$ cat config.mk
export PLATFORM = sky130hd
export DESIGN_NAME = pmod_in
export DESIGN_NICKNAME = d
export VERILOG_FILES = /design/src/rtl/pmod_in_pkg.sv /design/src/rtl/i2s_clkgen.sv /design/src/rtl/pmod_in.sv
export SDC_FILE = /design/constraint.sdc
export NUM_CORES = 1
export LEC_CHECK = 0
export CAP_MARGIN = 20
export CORE_MARGIN = 4
export CORE_UTILIZATION = 55
export CTS_BUF_LIST = sky130_fd_sc_hd__clkbuf_16
export CTS_CLUSTER_DIAMETER = 150
export DETAILED_ROUTE_END_ITERATION = 12
export PLACE_DENSITY_LB_ADDON = 0.3
export SLEW_MARGIN = 40
export SYNTH_ARGS = -nofsm -noshare
export SYNTH_HDL_FRONTEND = slang
export SYNTH_SLANG_ARGS = --single-unit
$ cat constraint.sdc
create_clock -name clk -period 5.4 [get_ports clk]
set_input_delay 1.08 -clock clk [delete_from_list [all_inputs] [get_ports clk]]
set_output_delay 1.08 -clock clk [all_outputs]
set_load 0.05 [all_outputs]
$ cat src/rtl/pmod_in_pkg.sv
// Shared constants for the I2S ADC capture block: counter bit positions,
// sample phase, default sample width and FSM encoding.
package pmod_in_pkg;

    localparam int CNT_W        = 11;
    localparam int MCLK_BIT     = 1;
    localparam int SCLK_BIT     = 4;
    localparam int LR_BIT       = 10;
    localparam int SAMPLE_W_DEF = 16;

    // Three clocks after the sclk rise, so the synchronized bit is settled.
    localparam logic [4:0] SAMPLE_PHASE = 5'b10011;

    localparam logic [1:0] ST_IDLE  = 2'd0;
    localparam logic [1:0] ST_PRIME = 2'd1;
    localparam logic [1:0] ST_RUN   = 2'd2;

endpackage

$ cat src/rtl/i2s_clkgen.sv
// I2S timing generator: owns the 11-bit frame counter, the registered
// mclk/sclk/lrclk outputs, and exports the sample strobe and slot index.
module i2s_clkgen
    import pmod_in_pkg::*;
(
    input  logic       clk,
    input  logic       rst,
    input  logic       run,
    output logic       mclk,
    output logic       sclk,
    output logic       lrclk,
    output logic       sample_stb,
    output logic [4:0] slot,
    output logic       right_ch,
    output logic       wrap
);

    logic [CNT_W-1:0] cnt_q, cnt_d;
    logic             mclk_q, sclk_q, lrclk_q;

    always_comb begin
        cnt_d = run ? cnt_q + CNT_W'(1) : '0;
    end

    // Clocks are registered from the next count so they line up with cnt_q.
    always_ff @(posedge clk or posedge rst) begin
        if (rst) begin
            cnt_q   <= '0;
            mclk_q  <= 1'b0;
            sclk_q  <= 1'b0;
            lrclk_q <= 1'b0;
        end else begin
            cnt_q   <= cnt_d;
            mclk_q  <= cnt_d[MCLK_BIT];
            sclk_q  <= cnt_d[SCLK_BIT];
            lrclk_q <= cnt_d[LR_BIT];
        end
    end

    assign mclk       = mclk_q;
    assign sclk       = sclk_q;
    assign lrclk      = lrclk_q;
    assign sample_stb = run && (cnt_q[4:0] == SAMPLE_PHASE);
    assign slot       = cnt_q[9:5];
    assign right_ch   = cnt_q[LR_BIT];
    assign wrap       = run && (cnt_q == '1);

endmodule

$ cat src/rtl/pmod_in.sv
// I2S stereo ADC capture: run/prime FSM, serial shift-in, stereo pair
// handoff with valid/ready handshake and sticky overrun.
module pmod_in
    import pmod_in_pkg::*;
#(
    parameter int SAMPLE_W = pmod_in_pkg::SAMPLE_W_DEF
) (
    input  logic                clk,
    input  logic                rst,
    input  logic                en,
    input  logic                sdout,
    output logic                mclk,
    output logic                sclk,
    output logic                lrclk,
    output logic [SAMPLE_W-1:0] left,
    output logic [SAMPLE_W-1:0] right,
    output logic                valid,
    input  logic                ready,
    output logic                overrun
);

    localparam logic [4:0] LAST_SLOT = 5'(SAMPLE_W);

    logic [1:0]          state_q, state_d;
    logic [1:0]          sync_q, sync_d;
    logic [SAMPLE_W-1:0] shift_q, shift_d, hold_q, hold_d;
    logic [SAMPLE_W-1:0] left_q, left_d, right_q, right_d;
    logic                valid_q, valid_d, overrun_q, overrun_d;
    logic                sample_stb, right_ch, wrap;
    logic [4:0]          slot;
    logic                data_slot, last_slot, load;

    i2s_clkgen u_clkgen (
        .clk       (clk),
        .rst       (rst),
        .run       (state_q != ST_IDLE),
        .mclk      (mclk),
        .sclk      (sclk),
        .lrclk     (lrclk),
        .sample_stb(sample_stb),
        .slot      (slot),
        .right_ch  (right_ch),
        .wrap      (wrap)
    );

    always_comb begin
        state_d = state_q;
        case (state_q)
            ST_IDLE:  if (en) state_d = ST_PRIME;
            ST_PRIME: if (wrap) state_d = en ? ST_RUN : ST_IDLE;
            ST_RUN:   if (wrap && !en) state_d = ST_IDLE;
            default:  state_d = ST_IDLE;
        endcase

        sync_d = {sync_q[0], sdout};

        // Slot 0 carries the I2S one-bit delay; only slots 1..SAMPLE_W hold data.
        data_slot = sample_stb && (slot != 5'd0) && (slot <= LAST_SLOT);
        last_slot = sample_stb && (slot == LAST_SLOT);
        load      = last_slot && right_ch && (state_q == ST_RUN);

        shift_d = data_slot ? ((shift_q << 1) | SAMPLE_W'(sync_q[1])) : shift_q;
        hold_d  = (last_slot && !right_ch) ? shift_d : hold_q;

        left_d    = left_q;
        right_d   = right_q;
        valid_d   = valid_q;
        overrun_d = overrun_q;
        if (valid_q && ready) valid_d = 1'b0;
        // A load wins over a same-cycle consume; only an unconsumed pair is an overrun.
        if (load) begin
            left_d  = hold_q;
            right_d = shift_d;
            valid_d = 1'b1;
            if (valid_q && !ready) overrun_d = 1'b1;
        end
    end

    always_ff @(posedge clk or posedge rst) begin
        if (rst) begin
            state_q   <= ST_IDLE;
            sync_q    <= '0;
            shift_q   <= '0;
            hold_q    <= '0;
            left_q    <= '0;
            right_q   <= '0;
            valid_q   <= 1'b0;
            overrun_q <= 1'b0;
        end else begin
            state_q   <= state_d;
            sync_q    <= sync_d;
            shift_q   <= shift_d;
            hold_q    <= hold_d;
            left_q    <= left_d;
            right_q   <= right_d;
            valid_q   <= valid_d;
            overrun_q <= overrun_d;
        end
    end

    assign left    = left_q;
    assign right   = right_q;
    assign valid   = valid_q;
    assign overrun = overrun_q;

endmodule

# After elaboration in Yosys (flattened, before gate mapping)
# Cells that the tools add are included.
# W data, S select, Z words.
[totals] reg_bits=84 inputBits=5 wordCells=52
[op_classes] add_sub_neg=1 magnitude_cmp=1 n_eq_ne=8 muxes=9 n_bitwise=1 n_reduce_logical=20
[ops] op="$mux W16" count=1
[ops] op="$or A16 B1 Y16" count=1
[ops] op="$add A11 B1 Y11 const B" count=1
[ops] op="$eq A11 B11 Y1 const B" count=1
[ops] op="$logic_and A1 B1 Y1" count=11
[ops] op="$mux W11" count=1
[ops] op="$eq A5 B5 Y1 const B" count=2
[ops] op="$mux W2" count=4
[ops] op="$ne A2 B2 Y1 const B" count=3
[ops] op="$pmux W2 S3" count=1
[ops] op="$le A5 B5 Y1 const B" count=1
[ops] op="$reduce_bool A5 Y1" count=1
[ops] op="$reduce_bool A2 Y1" count=2
[ops] op="$logic_not A1 Y1" count=3
[ops] op="$reduce_and A3 Y1" count=1
[ops] op="$eq A2 B1 Y1 const B" count=1
[ops] op="$eq A2 B2 Y1 const B" count=1
[ops] op="$logic_not A2 Y1" count=1
[ops] op="$mux W1" count=2
[ops] op="$reduce_and A2 Y1" count=1

# Longest topological paths before layout
[depth] depth_word=6 ltp_mapped=7

# Hierarchy
# A second synthesis with hierarchy kept.
[hier_totals] hier_cells=216 area_unflattened_um2=3223.1
[modules_own_cells] module="pmod_in" instances=1 cells_per_inst=157 area_per_inst_um2=2643.8 seq_area_each_um2=1726.7
[modules_own_cells] module="i2s_clkgen" instances=1 cells_per_inst=59 area_per_inst_um2=579.3 seq_area_each_um2=275.3

# Least setup slack after synthesis
# Ideal clock, no wire load.
[synth_path] kind="register to register" from="reg u_clkgen.cnt_q[1]" to="reg right_q[13] (netlist: right[13])" arrival_ps=2567 t_required_ps=5275 path_slack_ps=2708 stages_incl_launch_ff=7 path_buffers=1 path_cell_list="dfrtp_1 > ha_1 > nand2_1 > or4_4 > nor4b_4 > buf_6 > mux2_2"
[synth_between] elab_chain_len=5 elab_cells_between_ends=8 classes_between="eq/ne: 1; mux: 1; reduce/logical: 6"
[synth_rtl] item="start, declared" line_no="i2s_clkgen.sv:18" source="logic [CNT_W-1:0] cnt_q, cnt_d;"
[synth_rtl] item="start signal, assigned" line_no="i2s_clkgen.sv:33" source="cnt_q <= cnt_d;"
[synth_rtl] item="$eq A5 B5 Y1 (*)" line_no="i2s_clkgen.sv:43" source="assign sample_stb = run && (cnt_q[4:0] == SAMPLE_PHASE);"
[synth_rtl] item="$logic_and A1 B1 Y1 (*)" line_no="i2s_clkgen.sv:43"
[synth_rtl] item="$logic_and A1 B1 Y1 (on tied branches)" line_no="pmod_in.sv:58, pmod_in.sv:59"
[synth_rtl] item="$logic_and A1 B1 Y1 (on tied branches)" line_no="pmod_in.sv:58, pmod_in.sv:60"
[synth_rtl] item="$mux W16 or $logic_and A1 B1 Y1 (tied branches)" line_no="pmod_in.sv:62, pmod_in.sv:60"
[synth_rtl] item="end signal, assigned" line_no="pmod_in.sv:95" source="right_q <= right_d;"
[synth_rtl] item="end, declared" line_no="pmod_in.sv:27" source="logic [SAMPLE_W-1:0] left_q, left_d, right_q, right_d;"
# Mark *: on every way between the ends. The rest lies on a longest branch, timed or not.
# A chain may end at the register's enable or synchronous reset.

==> flow_metrics.env <==
export IMPL_cts_tree="done"
export IMPL_p_sw_share_pct=25.4
export IMPL_clock_fmax_mhz=371
export IMPL_cp_startpoint="u_clkgen.cnt_q[10]$_DFF_PP0_"
export IMPL_min_path_type="flip-flop to flip-flop"
export IMPL_path_cells="clkdlybuf4s50_1"
export IMPL_cts_path_max_buffers=2
export IMPL_drive_gt1_share_pct=28.7
export IMPL_ys_flop_type="dfrtp_1"
export IMPL_grt_pass1_vias=1890
export IMPL_ctsHoldBuffers=0
export IMPL_drc=0
export IMPL_fin_crit_sh_pct=49.9
export IMPL_synth_top_cell_by_area="dfrtp_1"
export IMPL_yosysSeqAreaShare_pct=62.3
export IMPL_synthCells=209
export IMPL_synth_cell_types=32
export IMPL_die_h_um=84.4
export IMPL_r2r_start="u_clkgen.cnt_q[1]$_DFF_PP0_"
export IMPL_row_count=27
export IMPL_n_fill_cell=383
export IMPL_cts_made_buffers=9
export IMPL_hold_viol_final=0
export IMPL_hpwl_mm=3.45
export IMPL_postSynthAreaPerCell_um2=15.4
export IMPL_tns_ps=0
export IMPL_synth_area_um2=3210
export IMPL_path_clk_slew_ps=60
export IMPL_synth_commonest_cells="dfrtp_1 (80), mux2_2 (38), mux2_1 (15), nor2_1 (13), mux2_4 (10)"
export IMPL_placed_area_um2=3650
export IMPL_synthTopCellsByArea="dfrtp_1 (62%), mux2_2 (13%), mux2_1 (5.3%)"
export IMPL_min_from="sync_q[0]$_DFF_PP0_"
export IMPL_vias=1746
export IMPL_path_depth=1
export IMPL_placed_cells=317
export IMPL_crit_type="flip-flop to output pin"
export IMPL_dieArea_um2=7130
export IMPL_finalClockSkew_ps=5.31
export IMPL_clockRootBuffer="clkbuf_16"
export IMPL_slew_headroom_pct=58.2
export IMPL_grt_first_pass_wirelength_mm=9.24
export IMPL_start_util_pct=57.7
export IMPL_p_leak_uw=0.00195
export IMPL_gp_congestion=0.778
export IMPL_synth_edf_count=0
export IMPL_hold_depth=0
export IMPL_ir_drop_v=0.000252
export IMPL_ios=42
export IMPL_async_reset_ff_share_pct=100
export IMPL_cts_setup_buffers=0
export IMPL_max_stage_delay_ps=840
export IMPL_slew_viol_final=0
export IMPL_viasPerCell=5.24
export IMPL_clock_sinks=80
export IMPL_io_buffer_count=41
export IMPL_totalWireLength_mm=5.23
export IMPL_ys_seq_elements=80
export IMPL_crit_family="buffers and inverters"
export IMPL_sequentialPowerShare_pct=45.3
export IMPL_final_cells=333
export IMPL_synth_nets=215
export IMPL_area_delta_synth_final_pct=23.9
export IMPL_final_net_count=262
export IMPL_wl_per_cell_um=15.7
export IMPL_power_density_nw_per_um2=370
export IMPL_r2r_cells=6
export IMPL_antenna_found_initial=0
export IMPL_grt_usage_pct=16.6
export IMPL_grt_max_degree=44
export IMPL_fin_area_um2=3980
export IMPL_yosysMostFrequentCell="dfrtp_1"
export IMPL_postRouteAntennaNets=0
export IMPL_ys_warn_count=0
export IMPL_htreeDepth=3
export IMPL_crit_slowest_cell="clkdlybuf4s50_1"
export IMPL_arrival_ps=1620
export IMPL_maxCapViolations=0
export IMPL_cts_resized=0
export IMPL_cp_data_required_time_ps=4320
export IMPL_outcome="completed"
export IMPL_diodes=0
export IMPL_first_pass_iters=6
export IMPL_rsz0062_at_grt="no"
export IMPL_pwr_share_clk_pct=44.3
export IMPL_drt_iter0_drc=89
export IMPL_switching_power_uw=373
export IMPL_netlist_area_leader_share_pct=62.3
export IMPL_core_area_um2=5570
export IMPL_cp_start_kind="flip-flop"
export IMPL_clock_latency_ps=330
export IMPL_cp_num_buf_inv=1
export IMPL_p_int_uw=1100
export IMPL_worstPathMaxFanout=4
export IMPL_crit_path_end_kind="output pin"
export IMPL_final_min_clock_period_ps=2700
export IMPL_finalSetupViolations=0
export IMPL_tightest_slew_ps=622
export IMPL_grt_overflow_total=0
export IMPL_pwr_share_comb_pct=10.4
export IMPL_die_w_um=84.4
## final timing paths
kind,to,slack [ps]
worst max-delay path,lrclk,2700
worst min-delay path,sync_q[1]$_DFF_PP0_,360
worst max register to register,left[8]$_DFFE_PP0P_,2760
worst min register to register,sync_q[1]$_DFF_PP0_,360
max in group asynchronous,left[10]$_DFFE_PP0P_,3330
min in group asynchronous,right[4]$_DFFE_PP0P_,1130
## state kept, by name, indices dropped and copies added, names as in the netlist
signal,count
hold_q,16
left,16
overrun,1
right,16
shift_q,15
state_q,2
sync_q,2
u_clkgen.cnt_q,11
valid,1
## logic make-up after synthesis
family / share of synthesized area (%)
AND/OR/NAND/NOR: 7.36
multiplexers: 23.5
AO/OA/AOI/OAI: 0.895
adder cells (fa/ha/maj): 0.389
XOR/XNOR: 2.45
buffers and inverters: 3.07
flip-flops: 62.3
## power by group through the flow
stage / logic [uW] / clock network [uW] / registers [uW]
after global placement: 153 / 0 / 675
after global routing: 169 / 700 / 674
after floorplan: 108 / 0 / 696
after CTS: 155 / 668 / 667
after detailed placement: 154 / 0 / 677
final: 153 / 652 / 667
## per-layer routing
metal,vias to the layer above,GRT usage (%),part of all wire (%)
li1,819,-,-
met1,883,21.8,46
met2,33,25.7,49
met3,11,4.02,3.1
met4,0,9.06,2.1
met5,-,0,0
## placed cells by master, fill, tap and decap left out, drive strengths merged, types with 3 or more instances in the layout
cell type	n
nor2	13
nand2	8
buf	3
dfrtp	80
nand3	5
clkbuf	9
or4	4
clkdlybuf4s50	41
inv	4
mux2	63
xor2	7
## per-stage QoR
step / hold WS [ps] / power (uW) / utilization (%) / setup slack, ps
after floorplan: 331 / 804 / - / 2270
after global placement: 338 / 829 / 65.4 / 2760
after detailed placement: 348 / 831 / 65.5 / 2740
after CTS: 362 / 1490 / 71.4 / 2670
after global routing: 371 / 1540 / 71.4 / 2570
final: 363 / 1470 / 71.4 / 2700
## area by class of cell
| type | count | area, um2 | share of cell area [%] |
|---|---|---|---|
| Clock inverter | 7 | 104 | 2.61 |
| Tap cell | 72 | 90.1 | 2.26 |
| Sequential cell | 80 | 2000 | 50.3 |
| Clock buffer | 9 | 225 | 5.66 |
| Inverter | 3 | 12.5 | 0.314 |
| Timing Repair Buffer | 44 | 433 | 10.9 |
| Multi-Input combinational cell | 118 | 1120 | 28.0 |
Power figures use the tool's default switching activity.
